===== src/rtl/ab_req_pkg.sv =====
// ab_req_pkg: shared widths, pair bundle type and watchdog width
// for the A/B request pairing block.
package ab_req_pkg;

  localparam int AB_ADDR_W = 12;
  localparam int AB_DATA_W = 24;
  localparam int AB_WAIT_W = 16;

  typedef struct packed {
    logic [AB_ADDR_W-1:0] addr;
    logic [AB_DATA_W-1:0] data;
  } ab_pair_t;

endpackage


===== src/rtl/ab_req_fifo.sv =====
// ab_req_fifo: in-order synchronous FIFO, one per request channel.
// Ports: clk, rst (sync high), i_push/i_din, i_pop, o_head,
// o_count, o_full, o_empty. Head is read from registered storage.
module ab_req_fifo #(
  parameter int WIDTH = 8,
  parameter int DEPTH = 4
) (
  input  logic                     clk,
  input  logic                     rst,
  input  logic                     i_push,
  input  logic [WIDTH-1:0]         i_din,
  input  logic                     i_pop,
  output logic [WIDTH-1:0]         o_head,
  output logic [$clog2(DEPTH):0]   o_count,
  output logic                     o_full,
  output logic                     o_empty
);

  localparam int PW = $clog2(DEPTH);
  localparam int CW = PW + 1;

  logic [WIDTH-1:0] r_mem [DEPTH];
  logic [PW-1:0]    r_wp;
  logic [PW-1:0]    r_rp;
  logic [CW-1:0]    r_cnt;
  logic             w_wr;
  logic             w_rd;

  assign o_full  = (r_cnt == CW'(DEPTH));
  assign o_empty = (r_cnt == '0);
  assign o_count = r_cnt;
  assign o_head  = r_mem[r_rp];

  // a full FIFO never accepts, even when popping this cycle
  assign w_wr = i_push && !o_full;
  assign w_rd = i_pop && !o_empty;

  always_ff @(posedge clk) begin
    if (w_wr) begin
      r_mem[r_wp] <= i_din;
    end
  end

  always_ff @(posedge clk) begin
    if (rst) begin
      r_wp  <= '0;
      r_rp  <= '0;
      r_cnt <= '0;
    end else begin
      if (w_wr) begin
        r_wp <= r_wp + 1'b1;
      end
      if (w_rd) begin
        r_rp <= r_rp + 1'b1;
      end
      unique case ({w_wr, w_rd})
        2'b10:   r_cnt <= r_cnt + 1'b1;
        2'b01:   r_cnt <= r_cnt - 1'b1;
        default: r_cnt <= r_cnt;
      endcase
    end
  end

endmodule


===== src/rtl/ab_req_pair.sv =====
// ab_req_pair: buffers A (address) and B (data) channels, pairs heads
// in arrival order, presents one valid/ready request.
// Ports: clk, rst (sync high); Valid_Addr/Address/Ready_Addr;
// Valid_Data/Data/Ready_Data; Req_Valid/Req_Addr/Req_Data/Req_Ready;
// Addr_Count, Data_Count occupancies; Pair_Err sticky timeout flag.
// Macro AB_REQ_PAIR_TIMEOUT_EN builds the unpaired-wait watchdog;
// without it Pair_Err is 0 and TIMEOUT is ignored.
module ab_req_pair
  import ab_req_pkg::*;
#(
  parameter int ADDR_W  = AB_ADDR_W,
  parameter int DATA_W  = AB_DATA_W,
  parameter int DEPTH   = 4,
  parameter int TIMEOUT = 255
) (
  input  logic                   clk,
  input  logic                   rst,
  input  logic                   Valid_Addr,
  input  logic [ADDR_W-1:0]      Address,
  output logic                   Ready_Addr,
  input  logic                   Valid_Data,
  input  logic [DATA_W-1:0]      Data,
  output logic                   Ready_Data,
  output logic                   Req_Valid,
  output logic [ADDR_W-1:0]      Req_Addr,
  output logic [DATA_W-1:0]      Req_Data,
  input  logic                   Req_Ready,
  output logic [$clog2(DEPTH):0] Addr_Count,
  output logic [$clog2(DEPTH):0] Data_Count,
  output logic                   Pair_Err
);

  logic w_a_full;
  logic w_a_empty;
  logic w_d_full;
  logic w_d_empty;
  logic w_a_push;
  logic w_d_push;
  logic w_pop;

  assign Ready_Addr = !rst && !w_a_full;
  assign Ready_Data = !rst && !w_d_full;
  assign w_a_push   = Valid_Addr && Ready_Addr;
  assign w_d_push   = Valid_Data && Ready_Data;
  assign Req_Valid  = !w_a_empty && !w_d_empty;
  assign w_pop      = Req_Valid && Req_Ready;

  ab_req_fifo #(
    .WIDTH (ADDR_W),
    .DEPTH (DEPTH)
  ) u_addr_fifo (
    .clk     (clk),
    .rst     (rst),
    .i_push  (w_a_push),
    .i_din   (Address),
    .i_pop   (w_pop),
    .o_head  (Req_Addr),
    .o_count (Addr_Count),
    .o_full  (w_a_full),
    .o_empty (w_a_empty)
  );

  ab_req_fifo #(
    .WIDTH (DATA_W),
    .DEPTH (DEPTH)
  ) u_data_fifo (
    .clk     (clk),
    .rst     (rst),
    .i_push  (w_d_push),
    .i_din   (Data),
    .i_pop   (w_pop),
    .o_head  (Req_Data),
    .o_count (Data_Count),
    .o_full  (w_d_full),
    .o_empty (w_d_empty)
  );

`ifdef AB_REQ_PAIR_TIMEOUT_EN
  localparam logic [AB_WAIT_W-1:0] LP_TO = AB_WAIT_W'(TIMEOUT);

  logic [AB_WAIT_W-1:0] r_wait;
  logic [AB_WAIT_W-1:0] w_wait_nxt;
  logic                 r_err;

  // with Req_Valid low and not both empty, exactly one side waits
  always_comb begin
    w_wait_nxt = r_wait;
    if (Req_Valid || (w_a_empty && w_d_empty)) begin
      w_wait_nxt = '0;
    end else if (r_wait != LP_TO) begin
      w_wait_nxt = r_wait + 1'b1;
    end
  end

  always_ff @(posedge clk) begin
    if (rst) begin
      r_wait <= '0;
      r_err  <= 1'b0;
    end else begin
      r_wait <= w_wait_nxt;
      r_err  <= r_err || (w_wait_nxt == LP_TO);
    end
  end

  assign Pair_Err = r_err;
`else
  logic w_unused_to;
  assign w_unused_to = (TIMEOUT == 0);
  assign Pair_Err    = 1'b0;
`endif

endmodule


===== config.mk =====
export PLATFORM = sky130hd
export DESIGN_NAME = ab_req_pair
export DESIGN_NICKNAME = d
export VERILOG_FILES = /design/src/rtl/ab_req_pkg.sv /design/src/rtl/ab_req_fifo.sv /design/src/rtl/ab_req_pair.sv
export SDC_FILE = /design/constraint.sdc
export NUM_CORES = 1
export LEC_CHECK = 0
export ABC_AREA = 1
export CAP_MARGIN = 10
export CORE_UTILIZATION = 55
export DETAILED_ROUTE_END_ITERATION = 6
export GPL_TIMING_DRIVEN = 0
export PLACE_DENSITY = 0.9
export SKIP_CTS_REPAIR_TIMING = 1
export SYNTH_ARGS = -nofsm -noshare
export SYNTH_HDL_FRONTEND = slang
export SYNTH_SLANG_ARGS = --single-unit

===== constraint.sdc =====
create_clock -name clk -period 2.5 [get_ports clk]
set_input_delay 0.5 -clock clk [delete_from_list [all_inputs] [get_ports clk]]
set_output_delay 0.5 -clock clk [all_outputs]
set_load 0.01 [all_outputs]

==> impl_metrics.ini, run 1 <==
[outcome]
outcome = completed

[placed_design]
placed_cell_area_sq_um = 7607
io_buffer_count = 85
pre_cts_ws_ps = -214.2
hpwl_mm = 8.536
globalplace.congestion = 0.7652

[layout]
multiInputGateArea_sq_um = 1565
syn2layout_area_growth_pct = 26.72
n_antenna_cell = 0
seqCellArea_sq_um = 4688
final_area_sq_um = 8230
num-nets-final = 643
fillCellCount = 703
fin_util_pct = 71.77
drive_gt1_share_pct = 19.07

[route]
via_per_inst = 5.562
wirelength_mm = 12.95
vias = 4149
dr.pass1.iters = 5
remaining_drc_errors = 0
first_iter_violations = 274
wl_per_cell_um = 17.35
ant_nets = 0

[cts]
clock-sinks = 162
cts_buffers = 17
cts_tree = done
cts.htree.levels = 4
cts_max_path_buffers = 2
clk_pin_slew_ps = 60
worst_skew_pair.late_latency_ps = 420
clock-root-buffer = clkbuf_16

[grt]
grt_max_degree = 17
gr-usage-all-layers_pct = 22.45
antenna_found_initial = 0
gr-total-overflow = 0
grt_pass1_vias = 4272
grt_pass1_wl_mm = 20.98

[sta]
setup_viol = 0
hold_violations = 0
fin_crit_sh_pct = 98.39
slew_violations = 0
fin_skew_ps = 6.876
max_freq_mhz = 406.5
worst_pin_slew_ps = 1160
min_period_ps = 2460
setup_tns_ps = 0
fin_ws_ps = 40.13
max-slew-margin-rel_pct = 22.36

[worst_setup_path]
reg2reg_from = u_addr_fifo.o_count[1]
cpLargestDelayFamily = buffers and inverters
start_kind = register
crit_path_end_kind = output port
crit_fanout = 10
crit_type = reg -> out
cp.arrival_ps = 1960
ff2ff_path_depth = 4
slowest_stage = clkdlybuf4s50_1
rr_endpoint = u_addr_fifo.r_mem[3][4]
cp_data_required_time_ps = 2000
regToRegSetupSlack_ps = 460
crit_path_max_incr_delay_ps = 560
critPathBufInv = 4
path_cells = inv_2 -> buf_6 -> buf_8 -> nor2_2 -> o22ai_2 -> clkdlybuf4s50_1

[logic_synthesis]
yosys.area_share.adder_pct = 2.543
yosys_register_bits = 162
yosysMostFrequentCell = edfxtp_1
async_reset_ff_share_pct = 0
synth_area_leaders = edfxtp_1 (67%), dfxtp_1 (5.5%), nor2_1 (4.1%)
synthMuxAreaShare_pct = 0
ys_seq_area_share_pct = 72.12
synth-edff-count = 144
yosys.area.top_type_share_pct = 66.58
synth_top_family_by_area = compound AO/OA/AOI/OAI gates
ys.warnings.count = 0
synth_simple_gate_area_share_pct = 8.900
syn_area_sq_um = 6495
synth-main-ff-cell = edfxtp_1
synthCells = 483
yosys.area.top_type = edfxtp_1
synth_nets = 536
synth_cell_types = 27
synth_common_cells = edfxtp_1 (144), nor2_1 (71), o21ai_0 (53)
synth_area_per_cell_sq_um = 13.45
synth_xor_area_share_pct = 0.1348
synth_compound_area_share_pct = 12.25

[hold_path]
hold_path_end = u_addr_fifo.r_rp[1]
hold_start = u_addr_fifo.r_rp[1]
min_delay_path_depth = 2
hold_class = reg -> reg

[die]
fp.dieW_um = 110.7
rows = 39
core_area_sq_um = 11470
fp.dieH_um = 110.7
die-area_sq_um = 12250
start_util_pct = 56.64
ioPinCount = 87

[power_and_ir_drop]
ir_worst_vdd_mv = 0.4960
p_leak_uw = 0.002934
total_power_uw = 6411
power_density_nw_per_um2 = 779.0

[flow_run]
maxCapViolCount = 0
==> per-layer routing <==
layer | GRT usage, % | wire length, um | vias to the layer above | part of all wire [%]
met5 | 0 | 0 | - | 0
met4 | 11.20 | 258 | 0 | 2.0
met3 | 4.429 | 688 | 25 | 5.3
met2 | 38.72 | 6830 | 154 | 53
met1 | 26.94 | 5167 | 2011 | 40
li1 | - | - | 1959 | -
==> cell usage in the layout (no fill, tap or decap), types with 7 or more instances in the layout <==
cell type,netlist,final
a21oi_1,8,7
clkbuf_16,0,17
clkbuf_4,0,9
clkdlybuf4s50_1,0,80
dfxtp_1,18,15
edfxtp_1,144,144
ha_1,10,10
inv_1,26,26
inv_2,8,8
nand2_1,21,21
nand3_1,7,7
nor2_1,71,67
nor2_2,21,25
o21ai_0,53,52
o21ai_1,25,26
o22ai_1,16,16
o22ai_2,20,20
==> cell type report <==
cell class | count | area share, %
well taps | 143 | 2.174
inverters | 34 | 1.551
flip-flops and latches | 162 | 56.96
repair buffers | 89 | 11.37
clock inverters | 12 | 1.596
clock buffers | 20 | 5.306
multi-input cells | 265 | 19.02
plain buffers | 21 | 2.022
==> worst register-to-register path: cells and delay by family (launching register included) <==
family	cells	cell delay, ps
flops	1	390
simple gates	3	1180
buf+inv	1	80
==> per-stage QoR <==
| step | hold WS, ps | instances |
|---|---|---|
| after floorplan | 465.0 | 483 |
| after global placement | 486.0 | 711 |
| after detailed placement | 500.0 | 715 |
| after CTS | 509.4 | 747 |
| after global routing | 541.2 | 746 |
| final | 507.0 | 746 |
==> where the power goes <==
group	internal, uW	total (uW)	switching [uW]
registers	3040	3080	44.6
logic	385	816	431
clock network	1480	2510	1040
==> registers in the layout, summed over array words and instances (netlist names), named ones only <==
| register | cells |
|---|---|
| u_addr_fifo.o_count | 3 |
| u_addr_fifo.r_mem | 48 |
| u_addr_fifo.r_rp | 2 |
| u_addr_fifo.r_wp | 2 |
| u_data_fifo.o_count | 3 |
| u_data_fifo.r_mem | 96 |
| u_data_fifo.r_rp | 2 |
| u_data_fifo.r_wp | 2 |
==> cell families after synthesis <==
logic type,count (synthesis)
other,1
buffers and inverters,56
AO/OA/AOI/OAI,124
AND/OR/NAND/NOR,127
XOR/XNOR,1
adder cells (fa/ha/maj),12
flip-flops,162
==> worst max path at each step <==
stage | from | endpoint | cells after the start
after floorplan | u_data_fifo.o_count[0] | u_data_fifo.r_mem[0][0] | 4
after global placement | rst | u_data_fifo.r_mem[0][10] | 4
after detailed placement | rst | u_addr_fifo.r_mem[3][8] | 4
after CTS | register | Req_Addr[3] | 5
after global routing | register | Req_Data[15] | 6
final | register | Req_Data[15] | 6
(Power assumes the default switching activity.)
==> run 2, diff against run 1 <==
--- a/config.mk
+++ b/config.mk
@@ -6,7 +6,6 @@
 export NUM_CORES = 1
 export LEC_CHECK = 0
 export ABC_AREA = 1
-export CAP_MARGIN = 10
 export CORE_UTILIZATION = 55
 export DETAILED_ROUTE_END_ITERATION = 6
 export GPL_TIMING_DRIVEN = 0
==> impl_metrics.ini, run 2 (synthesis gave the netlist of run 1 again) <==
[outcome]
outcome = completed

[layout]
final_cell_count_no_fill = 747
reg_top3 = u_data_fifo.r_mem x96, u_addr_fifo.r_mem x48
fillCellCount = 711
num-nets-final = 644
final_cell_mix = edfxtp_1 (144), clkdlybuf4s50_1 (80), nor2_1 (67), o21ai_0 (52)
syn2layout_area_growth_pct = 26.72
seqCellArea_sq_um = 4688
n_antenna_cell = 0
drive_gt1_share_pct = 19.21
regMostFlops = u_data_fifo.r_mem
multiInputGateArea_sq_um = 1565
final_common_cell = edfxtp_1
largest_reg_flops = 96

[die]
ioPinCount = 87
core_area_sq_um = 11470
die-area_sq_um = 12250
fp.dieW_um = 110.7
rows = 39
start_util_pct = 56.64
fp.dieH_um = 110.7

[worst_setup_path]
cp_data_required_time_ps = 2000
path_cells = clkdlybuf4s50_1 -> a31oi_1 -> clkdlybuf4s50_1
start_kind = input pin
crit_path_max_incr_delay_ps = 590
cpMostUsedCell = clkdlybuf4s50_1
critPathBufInv = 2
crit_type = in -> out
cp.arrival_ps = 1950
cpLargestDelayFamily = buffers and inverters
crit_path_end_kind = output port
crit_fanout = 7
slowest_stage = clkdlybuf4s50_1

[power_and_ir_drop]
total_power_uw = 6405
p_leak_uw = 0.002936
power_density_nw_per_um2 = 778.2
ir_worst_vdd_mv = 0.5093

[route]
met3_length_um = 609
routed.top_layer = met4
via_per_inst = 5.538
wl_per_cell_um = 17.33
vias = 4137
wirelength_mm = 12.95
ant_nets = 0
first_iter_violations = 274
remaining_drc_errors = 0
dr_wl_met2_mm = 6.869
wl_met1_mm = 5.290
dr.pass1.iters = 4

[cts]
cts.htree.levels = 4
clk_pin_slew_ps = 60
clock-sinks = 162
cts_tree = done
cts_buffers = 17
worst_skew_pair.late_latency_ps = 420
cts_max_path_buffers = 2
clock-root-buffer = clkbuf_16

[sta]
setup_tns_ps = 0
max_freq_mhz = 408.2
min_period_ps = 2450
slew_violations = 0
hold_violations = 0
max-slew-margin-rel_pct = 22.07
worst_pin_slew_ps = 1165
setup_viol = 0
fin_skew_ps = 7.479
fin_crit_sh_pct = 97.98

[grt]
grt_pass1_wl_mm = 21.11
gr-usage-all-layers_pct = 22.49
grt_max_degree = 17
antenna_found_initial = 0
grt_pass1_vias = 4286
gr-total-overflow = 0

[placed_design]
globalplace.congestion = 0.7652
dp_cells = 715
io_buffer_count = 85
hpwl_mm = 8.542

[flow_run]
maxCapViolCount = 0

[hold_path]
hold_class = reg -> reg
==> run 2: stage by stage <==
| step | util, % | cell area [sq um] | worst slack (ps) | hold WS, ps |
|---|---|---|---|---|
| after detailed placement | 66.34 | 7607 | -215.9 | 500.0 |
| after floorplan | - | 6495 | 321.3 | 465.0 |
| after global routing | 71.77 | 8230 | -7.735 | 541.2 |
| after global placement | 65.62 | 7525 | -1056 | 486.0 |
| after CTS | 71.29 | 8175 | -132.9 | 509.4 |
| final | 71.77 | 8230 | 50.39 | 507.9 |
==> run 2: path summary, 6_finish.rpt <==
check / startpoint / end / slack (ps) / depth (start not counted)
max: rst / Ready_Addr / 50 / 3
min reg2reg: u_addr_fifo.r_rp[1] / u_addr_fifo.r_rp[1] / 510 / 2
min: u_addr_fifo.r_rp[1] / u_addr_fifo.r_rp[1] / 510 / 2
max reg2reg: u_addr_fifo.o_count[1] / u_addr_fifo.r_mem[3][4] / 460 / 4
==> run 2: report_power, final <==
| part | leakage, uW | internal [uW] | switching (uW) |
|---|---|---|---|
| sequential | 0.00146 | 3040 | 44.4 |
| clock | 0.000271 | 1480 | 1030 |
| combinational | 0.00121 | 385 | 431 |
| total | 0.00294 | 4900 | 1510 |
==> run 2: metal layers <==
layer / vias up / GRT usage [%]
met5: - / 0
met4: 0 / 9.867
met3: 16 / 4.593
met2: 137 / 38.72
met1: 2025 / 27.56
li1: 1959 / -
==> run 2: area by class of cell <==
cell class / count / area share (%)
tap: 143 / 2.174
timing repair buffer: 89 / 11.37
buffer: 22 / 2.022
sequential: 162 / 56.96
clock inverter: 12 / 1.596
clock buffer: 20 / 5.306
inverter: 34 / 1.551
multi-input combinational: 265 / 19.02
==> run 2: tightest hold or removal path, delay by kind of cell, from the launching register on <==
family | cells | cell delay, ps
simple gates | 1 | 60
flops | 1 | 320
compound gates | 1 | 70
